--- src/rtl/mem_arb_pkg.sv ---
// Shared types and constants for the CPU/DMA single-port memory arbiter.
// The optional starvation guard is controlled by MEM_ARB_STARVE_GUARD_EN.
package mem_arb_pkg;

   typedef enum logic [1:0] {
      OWN_NONE = 2'd0,
      OWN_CPU  = 2'd1,
      OWN_DMA  = 2'd2
   } owner_e;

   typedef enum logic [1:0] {
      IDLE   = 2'd0,
      RD_CPU = 2'd1,
      RD_DMA = 2'd2
   } rd_state_e;

   localparam logic [2:0] SIZE_BYTE = 3'd0;
   localparam logic [2:0] SIZE_HALF = 3'd1;
   localparam logic [2:0] SIZE_WORD = 3'd2;

   localparam int MAX_WAIT_DEFAULT = 4;
   localparam int WAIT_CNT_W       = 4;

   // Read-return state that follows a grant given to owner o this cycle.
   function automatic rd_state_e next_rd_state(owner_e o, logic cpu_rd, logic dma_rd);
      rd_state_e s;
      s = IDLE;
      if (o == OWN_CPU && cpu_rd) s = RD_CPU;
      if (o == OWN_DMA && dma_rd) s = RD_DMA;
      return s;
   endfunction

endpackage

--- src/rtl/mem_arbiter_if.sv ---
// Bus bundle for the arbiter: CPU port, DMA port and the shared RAM port.
// slave = arbiter side, master = the agents/RAM surrounding it.
interface mem_arbiter_if;

   logic [31:0] cpu_addr_i;
   logic [31:0] cpu_wdata_i;
   logic        cpu_we_i;
   logic        cpu_re_i;
   logic [2:0]  cpu_size_i;
   logic [31:0] cpu_rdata_o;
   logic        cpu_hold_o;

   logic        dma_req_i;
   logic        dma_we_i;
   logic [31:0] dma_addr_i;
   logic [31:0] dma_wdata_i;
   logic [2:0]  dma_size_i;
   logic        dma_gnt_o;
   logic        dma_rvalid_o;
   logic [31:0] dma_rdata_o;

   logic [31:0] ram_addr_o;
   logic [31:0] ram_wdata_o;
   logic        ram_we_o;
   logic        ram_re_o;
   logic [2:0]  ram_size_o;
   logic [31:0] ram_rdata_i;

   modport slave (
      input  cpu_addr_i, cpu_wdata_i, cpu_we_i, cpu_re_i, cpu_size_i,
      output cpu_rdata_o, cpu_hold_o,
      input  dma_req_i, dma_we_i, dma_addr_i, dma_wdata_i, dma_size_i,
      output dma_gnt_o, dma_rvalid_o, dma_rdata_o,
      output ram_addr_o, ram_wdata_o, ram_we_o, ram_re_o, ram_size_o,
      input  ram_rdata_i
   );

   modport master (
      output cpu_addr_i, cpu_wdata_i, cpu_we_i, cpu_re_i, cpu_size_i,
      input  cpu_rdata_o, cpu_hold_o,
      output dma_req_i, dma_we_i, dma_addr_i, dma_wdata_i, dma_size_i,
      input  dma_gnt_o, dma_rvalid_o, dma_rdata_o,
      input  ram_addr_o, ram_wdata_o, ram_we_o, ram_re_o, ram_size_o,
      output ram_rdata_i
   );

endinterface

--- src/rtl/arb_wait_cnt.sv ---
// Saturating count of cycles a DMA request has been blocked; flags a forced
// grant once the count reaches MAX_WAIT. Used only with MEM_ARB_STARVE_GUARD_EN.
module arb_wait_cnt
   import mem_arb_pkg::*;
#(
   parameter int MAX_WAIT = MAX_WAIT_DEFAULT
) (
   input  logic                  clk,
   input  logic                  rst,
   input  logic                  req_i,
   input  logic                  gnt_i,
   output logic [WAIT_CNT_W-1:0] cnt_o,
   output logic                  force_o
);

   localparam logic [WAIT_CNT_W-1:0] WAIT_LIMIT = WAIT_CNT_W'(MAX_WAIT);
   localparam logic [WAIT_CNT_W-1:0] CNT_MAX    = '1;

   logic [WAIT_CNT_W-1:0] cnt_q;
   logic [WAIT_CNT_W-1:0] cnt_d;

   always_comb begin
      cnt_d = cnt_q;
      if (!req_i || gnt_i) begin
         cnt_d = '0;
      end else if (cnt_q != CNT_MAX) begin
         cnt_d = cnt_q + 1'b1;
      end
   end

   always_ff @(posedge clk or negedge rst) begin
      if (!rst) begin
         cnt_q <= '0;
      end else begin
         cnt_q <= cnt_d;
      end
   end

   assign cnt_o   = cnt_q;
   assign force_o = req_i && (cnt_q == WAIT_LIMIT);

endmodule

--- src/rtl/mem_arbiter.sv ---
// CPU/DMA arbiter for a single RAM port with 1-cycle read latency; CPU has
// priority unless MEM_ARB_STARVE_GUARD_EN forces a grant to a starved DMA.
module mem_arbiter
   import mem_arb_pkg::*;
#(
   parameter int MAX_WAIT = MAX_WAIT_DEFAULT
) (
   input  logic          clk,
   input  logic          rst,
   mem_arbiter_if.slave  bus
);

   if (MAX_WAIT < 1 || MAX_WAIT > 15) begin : g_max_wait_range
      $error("mem_arbiter: MAX_WAIT must be within 1..15");
   end

   logic      cpu_req;
   logic      dma_req;
   logic      dma_force;
   owner_e    owner;
   rd_state_e state_q;
   rd_state_e state_d;

   assign cpu_req = bus.cpu_we_i | bus.cpu_re_i;
   assign dma_req = bus.dma_req_i;

`ifdef MEM_ARB_STARVE_GUARD_EN
   logic [WAIT_CNT_W-1:0] wait_cnt;

   arb_wait_cnt #(
      .MAX_WAIT (MAX_WAIT)
   ) u_wait_cnt (
      .clk     (clk),
      .rst     (rst),
      .req_i   (dma_req),
      .gnt_i   (owner == OWN_DMA),
      .cnt_o   (wait_cnt),
      .force_o (dma_force)
   );
`else
   assign dma_force = 1'b0;
`endif

   // Gating on rst keeps every output at zero for the whole reset window.
   always_comb begin
      owner = OWN_NONE;
      if (rst) begin
         if (dma_req && dma_force) begin
            owner = OWN_DMA;
         end else if (cpu_req) begin
            owner = OWN_CPU;
         end else if (dma_req) begin
            owner = OWN_DMA;
         end
      end
   end

   always_comb begin
      bus.ram_addr_o  = '0;
      bus.ram_wdata_o = '0;
      bus.ram_size_o  = '0;
      bus.ram_we_o    = 1'b0;
      bus.ram_re_o    = 1'b0;
      case (owner)
         OWN_CPU: begin
            bus.ram_addr_o  = bus.cpu_addr_i;
            bus.ram_wdata_o = bus.cpu_wdata_i;
            bus.ram_size_o  = bus.cpu_size_i;
            bus.ram_we_o    = bus.cpu_we_i;
            bus.ram_re_o    = bus.cpu_re_i;
         end
         OWN_DMA: begin
            bus.ram_addr_o  = bus.dma_addr_i;
            bus.ram_wdata_o = bus.dma_wdata_i;
            bus.ram_size_o  = bus.dma_size_i;
            bus.ram_we_o    = bus.dma_we_i;
            bus.ram_re_o    = !bus.dma_we_i;
         end
         default: ;
      endcase
   end

   assign bus.cpu_hold_o = cpu_req && (owner != OWN_CPU) && rst;
   assign bus.dma_gnt_o  = (owner == OWN_DMA);

   // The read-return state tracks who owns the data arriving next cycle.
   always_comb begin
      state_d = next_rd_state(owner, bus.cpu_re_i, !bus.dma_we_i);
   end

   always_ff @(posedge clk or negedge rst) begin
      if (!rst) begin
         state_q <= IDLE;
      end else begin
         state_q <= state_d;
      end
   end

   assign bus.cpu_rdata_o  = (state_q == RD_CPU) ? bus.ram_rdata_i : 32'h0;
   assign bus.dma_rvalid_o = (state_q == RD_DMA);
   assign bus.dma_rdata_o  = (state_q == RD_DMA) ? bus.ram_rdata_i : 32'h0;

endmodule

--- src/flat_wrapper.sv ---
// flat-port wrapper written by rule: the top's interface ports become plain ports
module mem_arbiter_flat import mem_arb_pkg::*;
#(
   parameter int MAX_WAIT = MAX_WAIT_DEFAULT
)
  (clk, rst, bus_cpu_addr_i, bus_cpu_wdata_i, bus_cpu_we_i, bus_cpu_re_i, bus_cpu_size_i, bus_cpu_rdata_o, bus_cpu_hold_o, bus_dma_req_i, bus_dma_we_i, bus_dma_addr_i, bus_dma_wdata_i, bus_dma_size_i, bus_dma_gnt_o, bus_dma_rvalid_o, bus_dma_rdata_o, bus_ram_addr_o, bus_ram_wdata_o, bus_ram_we_o, bus_ram_re_o, bus_ram_size_o, bus_ram_rdata_i);
  mem_arbiter_if bus_i ();
  input  logic clk;
  input  logic rst;
  input wire logic [$bits(bus_i.cpu_addr_i)-1:0] bus_cpu_addr_i;
  input wire logic [$bits(bus_i.cpu_wdata_i)-1:0] bus_cpu_wdata_i;
  input wire logic [$bits(bus_i.cpu_we_i)-1:0] bus_cpu_we_i;
  input wire logic [$bits(bus_i.cpu_re_i)-1:0] bus_cpu_re_i;
  input wire logic [$bits(bus_i.cpu_size_i)-1:0] bus_cpu_size_i;
  output wire logic [$bits(bus_i.cpu_rdata_o)-1:0] bus_cpu_rdata_o;
  output wire logic [$bits(bus_i.cpu_hold_o)-1:0] bus_cpu_hold_o;
  input wire logic [$bits(bus_i.dma_req_i)-1:0] bus_dma_req_i;
  input wire logic [$bits(bus_i.dma_we_i)-1:0] bus_dma_we_i;
  input wire logic [$bits(bus_i.dma_addr_i)-1:0] bus_dma_addr_i;
  input wire logic [$bits(bus_i.dma_wdata_i)-1:0] bus_dma_wdata_i;
  input wire logic [$bits(bus_i.dma_size_i)-1:0] bus_dma_size_i;
  output wire logic [$bits(bus_i.dma_gnt_o)-1:0] bus_dma_gnt_o;
  output wire logic [$bits(bus_i.dma_rvalid_o)-1:0] bus_dma_rvalid_o;
  output wire logic [$bits(bus_i.dma_rdata_o)-1:0] bus_dma_rdata_o;
  output wire logic [$bits(bus_i.ram_addr_o)-1:0] bus_ram_addr_o;
  output wire logic [$bits(bus_i.ram_wdata_o)-1:0] bus_ram_wdata_o;
  output wire logic [$bits(bus_i.ram_we_o)-1:0] bus_ram_we_o;
  output wire logic [$bits(bus_i.ram_re_o)-1:0] bus_ram_re_o;
  output wire logic [$bits(bus_i.ram_size_o)-1:0] bus_ram_size_o;
  input wire logic [$bits(bus_i.ram_rdata_i)-1:0] bus_ram_rdata_i;
  assign bus_i.cpu_addr_i = bus_cpu_addr_i;
  assign bus_i.cpu_wdata_i = bus_cpu_wdata_i;
  assign bus_i.cpu_we_i = bus_cpu_we_i;
  assign bus_i.cpu_re_i = bus_cpu_re_i;
  assign bus_i.cpu_size_i = bus_cpu_size_i;
  assign bus_cpu_rdata_o = bus_i.cpu_rdata_o;
  assign bus_cpu_hold_o = bus_i.cpu_hold_o;
  assign bus_i.dma_req_i = bus_dma_req_i;
  assign bus_i.dma_we_i = bus_dma_we_i;
  assign bus_i.dma_addr_i = bus_dma_addr_i;
  assign bus_i.dma_wdata_i = bus_dma_wdata_i;
  assign bus_i.dma_size_i = bus_dma_size_i;
  assign bus_dma_gnt_o = bus_i.dma_gnt_o;
  assign bus_dma_rvalid_o = bus_i.dma_rvalid_o;
  assign bus_dma_rdata_o = bus_i.dma_rdata_o;
  assign bus_ram_addr_o = bus_i.ram_addr_o;
  assign bus_ram_wdata_o = bus_i.ram_wdata_o;
  assign bus_ram_we_o = bus_i.ram_we_o;
  assign bus_ram_re_o = bus_i.ram_re_o;
  assign bus_ram_size_o = bus_i.ram_size_o;
  assign bus_i.ram_rdata_i = bus_ram_rdata_i;
  mem_arbiter #(.MAX_WAIT(MAX_WAIT)) u_core (.clk(clk), .rst(rst), .bus(bus_i));
endmodule
--- config.mk ---
export PLATFORM = sky130hd
export DESIGN_NAME = mem_arbiter_flat
export DESIGN_NICKNAME = d
export VERILOG_FILES = /design/src/rtl/mem_arb_pkg.sv /design/src/rtl/mem_arbiter_if.sv /design/src/rtl/arb_wait_cnt.sv /design/src/rtl/mem_arbiter.sv /design/src/flat_wrapper.sv
export SDC_FILE = /design/constraint.sdc
export NUM_CORES = 1
export LEC_CHECK = 0
export ABC_AREA = 1
export CORE_AREA = 2 2 119 121
export DETAILED_ROUTE_END_ITERATION = 6
export DIE_AREA = 0 0 121 123
export DONT_BUFFER_PORTS = 1
export PLACE_DENSITY = 0.3
export SKIP_LAST_GASP = 1
export SLEW_MARGIN = 10
export SYNTH_ARGS = -nofsm -noshare
export SYNTH_HDL_FRONTEND = slang
export SYNTH_SLANG_ARGS = --single-unit
--- constraint.sdc ---
create_clock -name clk -period 1.9 [get_ports clk]
set_clock_uncertainty 0.1 [all_clocks]
set_input_delay 0.285 -clock clk [delete_from_list [all_inputs] [get_ports clk]]
set_output_delay 0.285 -clock clk [all_outputs]
set_load 0.01 [all_outputs]
==> impl_metrics.ini, run 1 <==
[sta]
setup_tns_ns = 0
rsz0062_at_grt = true
drv_slew = 0
fin_crit_sh_pct = 97.1
relSlewSlack_pct = 78.8
finalCriticalPeriod_ns = 1.84
hold_viol_final = 0
timing.hold.ws_ns = 0.110
worstMarginPinSlew_ns = 0.318
fmax_mhz = 542
setup_viol = 0

[floorplan]
die-area_um2 = 14900
io_pins = 308
die_h_um = 123
coreArea_um2 = 13600
chipWidth_um = 121
row_count = 43
start_util_pct = 11.4

[clock_network]
htree_levels = 1
path_clk_slew_ns = 0.03
clock-root-buffer = clkbuf_16
cts_buffer_depth = 2
cts_tree = built
cts_setup_buffers = 0
cts_inserted_buffers = 3
clock-sinks = 2

[global_routing]
grt_pass1_wl_um = 9980
antenna_found_initial = 0
grt_use_total_pct = 8.80
grt_pass1_vias = 1870
grt_max_degree = 47
grt_overflow = 0

[job]
max_cap_violations = 0

[placement]
dpl.hpwl_um = 6710
dp.cells = 535
gp_congestion = 0.820
portBuffers = 0
dpl_cell_area_um2 = 1920

[final_layout]
diodes = 0
nets = 540
final_cell_area_um2 = 2230
area_delta_synth_final_pct = 43.8
drive_above_1_share_pct = 18.7
instances_no_fill = 543
reg.largest.list = u_core.state_q: 2 flops
top_register = u_core.state_q
largest_reg_flops = 2

[pwr]
powerDensity_nw_per_um2 = 346
peakVddDrop_mv = 0.213
leakagePower_uw = 0.000925

[logic_synthesis]
ys_seq_elements = 2
syn_nets = 526
yosys_warnings = 0
synth.distinct_cells = 12
syn_area_um2 = 1550
seq_area_frac_synth_pct = 3.23
syn_inst = 351
syn_area_per_cell_um2 = 4.42

[drt]
avgRoutedWirePerCell_um = 16.4
dr_total_vias = 2390
drtIter0Drc = 107
drtPass1Iterations = 4
drc = 0
ant_nets = 0
vias_per_cell = 4.40
routed_wl_um = 8890

[worst_setup_path]
end_kind = output pin
cp_max_fo = 23
worstSetupStartpointType = input pin
critPathRequiredTime_ns = 1.51
critPathArrivalTime_ns = 1.46
crit_type = in -> out

[hold_path]
min_path_type = in -> reg
hold_start = rst
hold_depth = 2
hold_end = u_core.state_q[0]

[outcome]
status = finished clean
[cell usage after synthesis]
cell type  number  area share (%)
a21oi_1        69              22
buf_2          12             3.9
buf_4           8             3.9
buf_6           4             2.9
clkbuf_1        5             1.2
dfrtp_1         2             3.2
ha_1            3             2.4
inv_1          40             9.7
nand2_1       139              34
nand3_1         1            0.32
nor2_1         67              16
nor3_1          1            0.32
[final cells by class]
type	instances	area (µm²)
Tap cell	180	225
Multi-Input combinational cell	280	1290
Fill cell	1611	11400
Clock buffer	3	75.1
Sequential cell	2	50.0
Inverter	40	150
Timing Repair Buffer	38	440
[power by group]
group | total [µW] | switching (µW) | internal (µW)
clock | 314 | 46.3 | 268
sequential | 44.9 | 0.578 | 44.3
combinational | 413 | 269 | 144
[layer usage]
layer / share of wire, % / up-vias / track usage (%)
met4: 2.1 / 0 / 2.54
met2: 54 / 204 / 19.1
li1: - / 1084 / -
met3: 10 / 13 / 2.03
met5: 0 / - / 0
met1: 34 / 1089 / 7.81
[placed cells by master, fill, tap and decap left out]
cell type      count
a21oi_1           47
a21oi_2           22
buf_12             6
buf_4             27
bufbuf_16          1
clkbuf_16          6
dfrtp_1            2
dlygate4sd3_1      1
ha_1               1
ha_4               2
inv_1             39
inv_2              1
nand2_1          139
nand3_2            1
nor2_1            65
nor2_2             1
nor2_4             1
nor3_1             1
[worst max-delay path by stage]
| stage | from | end | slack, ns | cells past startpoint |
|---|---|---|---|---|
| final | bus_cpu_re_i | bus_ram_addr_o[0] | 0.06 | 7 |
| after global routing | bus_cpu_re_i | bus_ram_addr_o[13] | -0.02 | 7 |
| after CTS | bus_cpu_re_i | bus_ram_addr_o[14] | -0.03 | 7 |
| after detailed placement | bus_cpu_re_i | bus_ram_wdata_o[26] | -0.06 | 8 |
| after global placement | bus_cpu_re_i | bus_ram_wdata_o[26] | -0.01 | 8 |
| after floorplan | bus_cpu_re_i | bus_ram_wdata_o[11] | 0.05 | 7 |
[critical path, cell delays in order]
cell,delay (ns)
nor2_4,0.12
nand3_2,0.13
inv_2,0.10
ha_4,0.21
bufbuf_16,0.33
nand2_1,0.08
a21oi_2,0.20
[stage by stage]
stage	util, %	setup WS, ns	total power (µW)
after detailed placement	14.1	-0.0632	396
after global routing	16.4	-0.0241	821
after CTS	15.3	-0.0343	732
final	16.4	0.0554	772
after global placement	14.1	-0.0129	394
after floorplan	-	0.0516	300
[cell families after synthesis]
logic type / Yosys count / synth area share (%)
and+or+nand+nor: 208 / 50.5
AOI/OAI and AO/OA: 69 / 22.3
buffers and inverters: 69 / 21.5
adders and majority gates: 3 / 2.42
DFF: 2 / 3.23
[what timing repair did]
item / 4_1_cts / 5_1_grt
hold endpoints to repair: 2 / 0
endpoints found under the setup margin: 15 / 62
hold buffers: 1 / 0
pin swaps: 0 / 1
cloned: 1 / 3
gates resized for setup: 11 / 18
(Power assumes the default switching activity.)
==> run 2: changes to the inputs <==
--- a/config.mk
+++ b/config.mk
@@ -6,9 +6,9 @@
 export NUM_CORES = 1
 export LEC_CHECK = 0
 export ABC_AREA = 1
-export CORE_AREA = 2 2 119 121
+export CORE_AREA = 2 2 120 122
 export DETAILED_ROUTE_END_ITERATION = 6
-export DIE_AREA = 0 0 121 123
+export DIE_AREA = 0 0 122 124
 export DONT_BUFFER_PORTS = 1
 export PLACE_DENSITY = 0.3
 export SKIP_LAST_GASP = 1
==> impl_metrics.ini, run 2 (synthesized netlist as in run 1, its figures left out) <==
[sta]
timing.hold.ws_ns = 0.138
setup_tns_ns = 0
finalCriticalPeriod_ns = 1.84
hold_viol_final = 0
fmax_mhz = 544
relSlewSlack_pct = 80.5
setup_viol = 0
fin_crit_sh_pct = 96.8
worstMarginPinSlew_ns = 0.293
drv_slew = 0

[pwr]
powerDensity_nw_per_um2 = 315
peakVddDrop_mv = 0.212
leakagePower_uw = 0.00101
cell_internal_pwr_uw = 449
seq_power_share_pct = 5.9
total_power_uw = 761
p_switching_uw = 312
p_clk_share_pct = 41.6
share_comb_of_total_power_pct = 52.5
switching_share_pct = 41.0

[clock_network]
cts_tree = built
cts_buffer_depth = 2
clock-sinks = 2
clock-root-buffer = clkbuf_16
path_clk_slew_ns = 0.03
cts_inserted_buffers = 3
htree_levels = 1

[drt]
ant_nets = 0
drtPass1Iterations = 4
dr_total_vias = 2397
avgRoutedWirePerCell_um = 15.3
drtIter0Drc = 71
drc = 0
routed_wl_um = 8530
vias_per_cell = 4.30

[floorplan]
chipWidth_um = 122
die-area_um2 = 15100
io_pins = 308
die_h_um = 124
start_util_pct = 11.3
row_count = 43
coreArea_um2 = 13700

[final_layout]
top_register = u_core.state_q
diodes = 0
final_common_cell = nand2_1
mostFrequentLayoutCells = nand2_1, nor2_1, inv_1
fin_util_pct = 17.6
area_delta_synth_final_pct = 56.0
nets = 554
drive_above_1_share_pct = 24.7
instances_no_fill = 557
reg.largest.list = u_core.state_q: 2 flops
largest_reg_flops = 2

[outcome]
status = finished clean

[global_routing]
grt_overflow = 0
grt_use_total_pct = 7.65
grt_max_degree = 46
antenna_found_initial = 0
grt_pass1_vias = 1790
grt_pass1_wl_um = 8910

[job]
max_cap_violations = 0

[worst_setup_path]
end_kind = output pin
critPathRequiredTime_ns = 1.51
worstSetupStartpointType = input pin
crit_type = in -> out
critPathArrivalTime_ns = 1.45
cp_max_fo = 5

[placement]
dp.cells = 544
portBuffers = 0
gp_congestion = 0.790
dpl.hpwl_um = 6470

[hold_path]
min_path_type = in -> reg
==> run 2: power by group through the flow <==
| stage | Sequential (µW) | Combinational [µW] | Clock, µW |
|---|---|---|---|
| after global routing | 45.0 | 444 | 326 |
| after global placement | 45.2 | 339 | 0 |
| after floorplan | 45.2 | 255 | 0 |
| final | 44.9 | 400 | 317 |
| after detailed placement | 45.3 | 342 | 0 |
| after CTS | 44.9 | 346 | 321 |
==> run 2: per-stage QoR <==
step	cell area (µm²)	worst slack, ns
final	2420	0.0611
after global routing	2420	-0.0136
after CTS	2070	-0.0184
after detailed placement	1990	-0.00948
after global placement	1990	-0.0170
after floorplan	1550	0.0516
==> run 2: repair_timing <==
| action | in CTS | in global routing |
|---|---|---|
| buffers inserted | 0 | 2 |
| gates cloned | 0 | 7 |
| resized for setup | 0 | 42 |
| pin swaps | 0 | 1 |
| hold buffers | 1 | 0 |
| endpoints found under the setup margin | 6 | 69 |
| endpoints found under the hold margin | 2 | 0 |
==> run 2: worst paths after layout <==
path                       start                  to  slack (ns)  cells after the start
setup / recovery             rst  bus_ram_addr_o[10]        0.06                      9
max in group asynchronous    rst   u_core.state_q[1]        1.37                      1
min in group asynchronous    rst   u_core.state_q[0]        0.21                      1
hold / removal               rst   u_core.state_q[0]        0.14                      2
==> run 2: final cells by class <==
| type | count | area (µm²) |
|---|---|---|
| inverter | 40 | 150 |
| sequential | 2 | 50.0 |
| timing repair buffer | 52 | 587 |
| multi-input combinational | 280 | 1330 |
| clock buffer | 3 | 75.1 |
| tap | 180 | 225 |
| fill | 1587 | 11300 |
==> run 2: critical path, stage by stage <==
cell and delay, ns:
inv_1 0.03, nor2_1 0.24, inv_1 0.14, ha_4 0.19, buf_6 0.14, clkbuf_16 0.16, nand2_1 0.05, a21oi_1 0.05
buf_4 0.15
==> run 2: routing by layer <==
metal	vias up	track usage [%]	wire (µm)
li1	1110	-	-
met1	1061	6.75	2770
met2	214	16.9	4680
met3	12	1.69	900
met4	0	1.94	180
met5	-	0	0
==> run 3: changes to the inputs <==
==> constraint.sdc (replaced) <==
create_clock -name clk -period 2.28 [get_ports clk]
set_clock_uncertainty 0.1 [all_clocks]
set_input_delay 0.228 -clock clk [delete_from_list [all_inputs] [get_ports clk]]
set_output_delay 0.228 -clock clk [all_outputs]
set_load 0.01 [all_outputs]
==> impl_metrics.ini, run 3 (synthesized netlist as in run 1, its figures left out) <==
[final_layout]
multi_input_area_um2 = 1170
nets = 511
fill_cells = 1631
mostFrequentLayoutCells = nand2_1, a21oi_1, nor2_1
area_delta_synth_final_pct = 14.8
final_common_cell = nand2_1
top_register = u_core.state_q
seqCellArea_um2 = 50.0
reg.largest.list = u_core.state_q: 2 flops
fin_util_pct = 13.0
drive_above_1_share_pct = 3.89
diodes = 0
largest_reg_flops = 2

[global_routing]
grt_overflow = 0
grt_max_degree = 68
grt_pass1_wl_um = 8300
grt_pass1_vias = 1665
antenna_found_initial = 0
grt_use_total_pct = 7.18

[sta]
finalCriticalPeriod_ns = 1.94
fmax_mhz = 515
setup_viol = 0
rsz0062_at_grt = false
drv_slew = 0
setup_tns_ns = 0
hold_viol_final = 0
relSlewSlack_pct = 39.5
worstMarginPinSlew_ns = 0.906
fin_crit_sh_pct = 85.1

[clock_network]
cts_buffer_depth = 2
cts_inserted_buffers = 3
cts_tree = built
htree_levels = 1
path_clk_slew_ns = 0.03
clock-root-buffer = clkbuf_16
clock-sinks = 2

[pwr]
leakagePower_uw = 0.000729
powerDensity_nw_per_um2 = 310
peakVddDrop_mv = 0.189

[drt]
drtPass1Iterations = 4
dr_total_vias = 2230
routed_wl_um = 7150
drc = 0
ant_nets = 0
vias_per_cell = 4.34
avgRoutedWirePerCell_um = 13.9
drtIter0Drc = 54

[hold_path]
min_path_type = in -> reg
hold_depth = 2
hold_start = rst

[job]
max_cap_violations = 0

[placement]
dpl.hpwl_um = 6200
portBuffers = 0
gp_congestion = 0.771

[floorplan]
die-area_um2 = 15100
chipWidth_um = 122
die_h_um = 124
start_util_pct = 11.3
io_pins = 308
row_count = 43
coreArea_um2 = 13700

[worst_setup_path]
critPathArrivalTime_ns = 1.61
path_cells = nor2_1 > nand3_1 > ha_2 > buf_12 > a21oi_1
worstSetupStartpointType = input pin
slowest_stage = ha_2
critPathLaunch = bus_cpu_re_i
end_kind = output pin
critPathRequiredTime_ns = 1.95
critPathMaxStageDelay_ns = 0.69
crit_type = in -> out
cp_max_fo = 44

[outcome]
status = finished clean
run 3: cell count changes in the layout (fill, tap and decap cells not counted), sizes merged:
cell,previous run,this run
buf,46,8
clkbuf,8,3
run 3: final cells by class:
type                    count  area share, %
flip-flops and latches      2           2.81
inverters                  40           8.44
clock buffers               3           4.22
multi-input cells         280           65.8
well taps                 180           12.7
repair buffers              9           6.05
run 3: repair_timing:
action,CTS,global route
hold endpoints to repair,2,0
resized for setup,0,0
setup buffers,0,0
hold buffers,1,0
run 3: metrics by stage:
step / power (µW) / instances / worst slack (ns) / instance area, µm² / hold WS, ns
floorplan: 250 / 351 / 0.546 / 1550 / -0.168
global placement: 288 / 510 / 0.356 / 1690 / -0.167
detailed placement: 292 / 510 / 0.330 / 1690 / -0.167
CTS: 560 / 514 / 0.291 / 1780 / 0.0726
global route: 590 / 514 / 0.141 / 1780 / 0.0918
finish: 551 / 514 / 0.339 / 1780 / 0.0640
run 3: final timing paths:
kind                                 endpoint
max in group asynchronous   u_core.state_q[1]
min                         u_core.state_q[0]
min in group asynchronous   u_core.state_q[0]
max                        bus_ram_addr_o[17]
run 3: per-layer routing:
metal  share of wire (%)  track usage [%]  up-vias  routed length [µm]
met3                 8.8            0.687       10                 628
met4                 2.4             2.95        0                 169
met2                  56             15.7      199                4000
met1                  33             6.53      997                2350
li1                    -                -     1024                   -
met5                   0                0        -                   0
run 3: report_power, final:
part	leakage, µW	switching (µW)	internal (µW)
logic	0.000665	188	64.8
registers	0.0000268	0.447	36.9
clock network	0.0000370	37.9	223
total	0.000729	226	325
run 3: critical path: cells and delay by family:
family	cells	cell delay, ns
AO/OA/AOI/OAI	1	0.11
buffers and inverters	1	0.27
adder cells (fa/ha/maj)	1	0.69
AND/OR/NAND/NOR	2	0.29
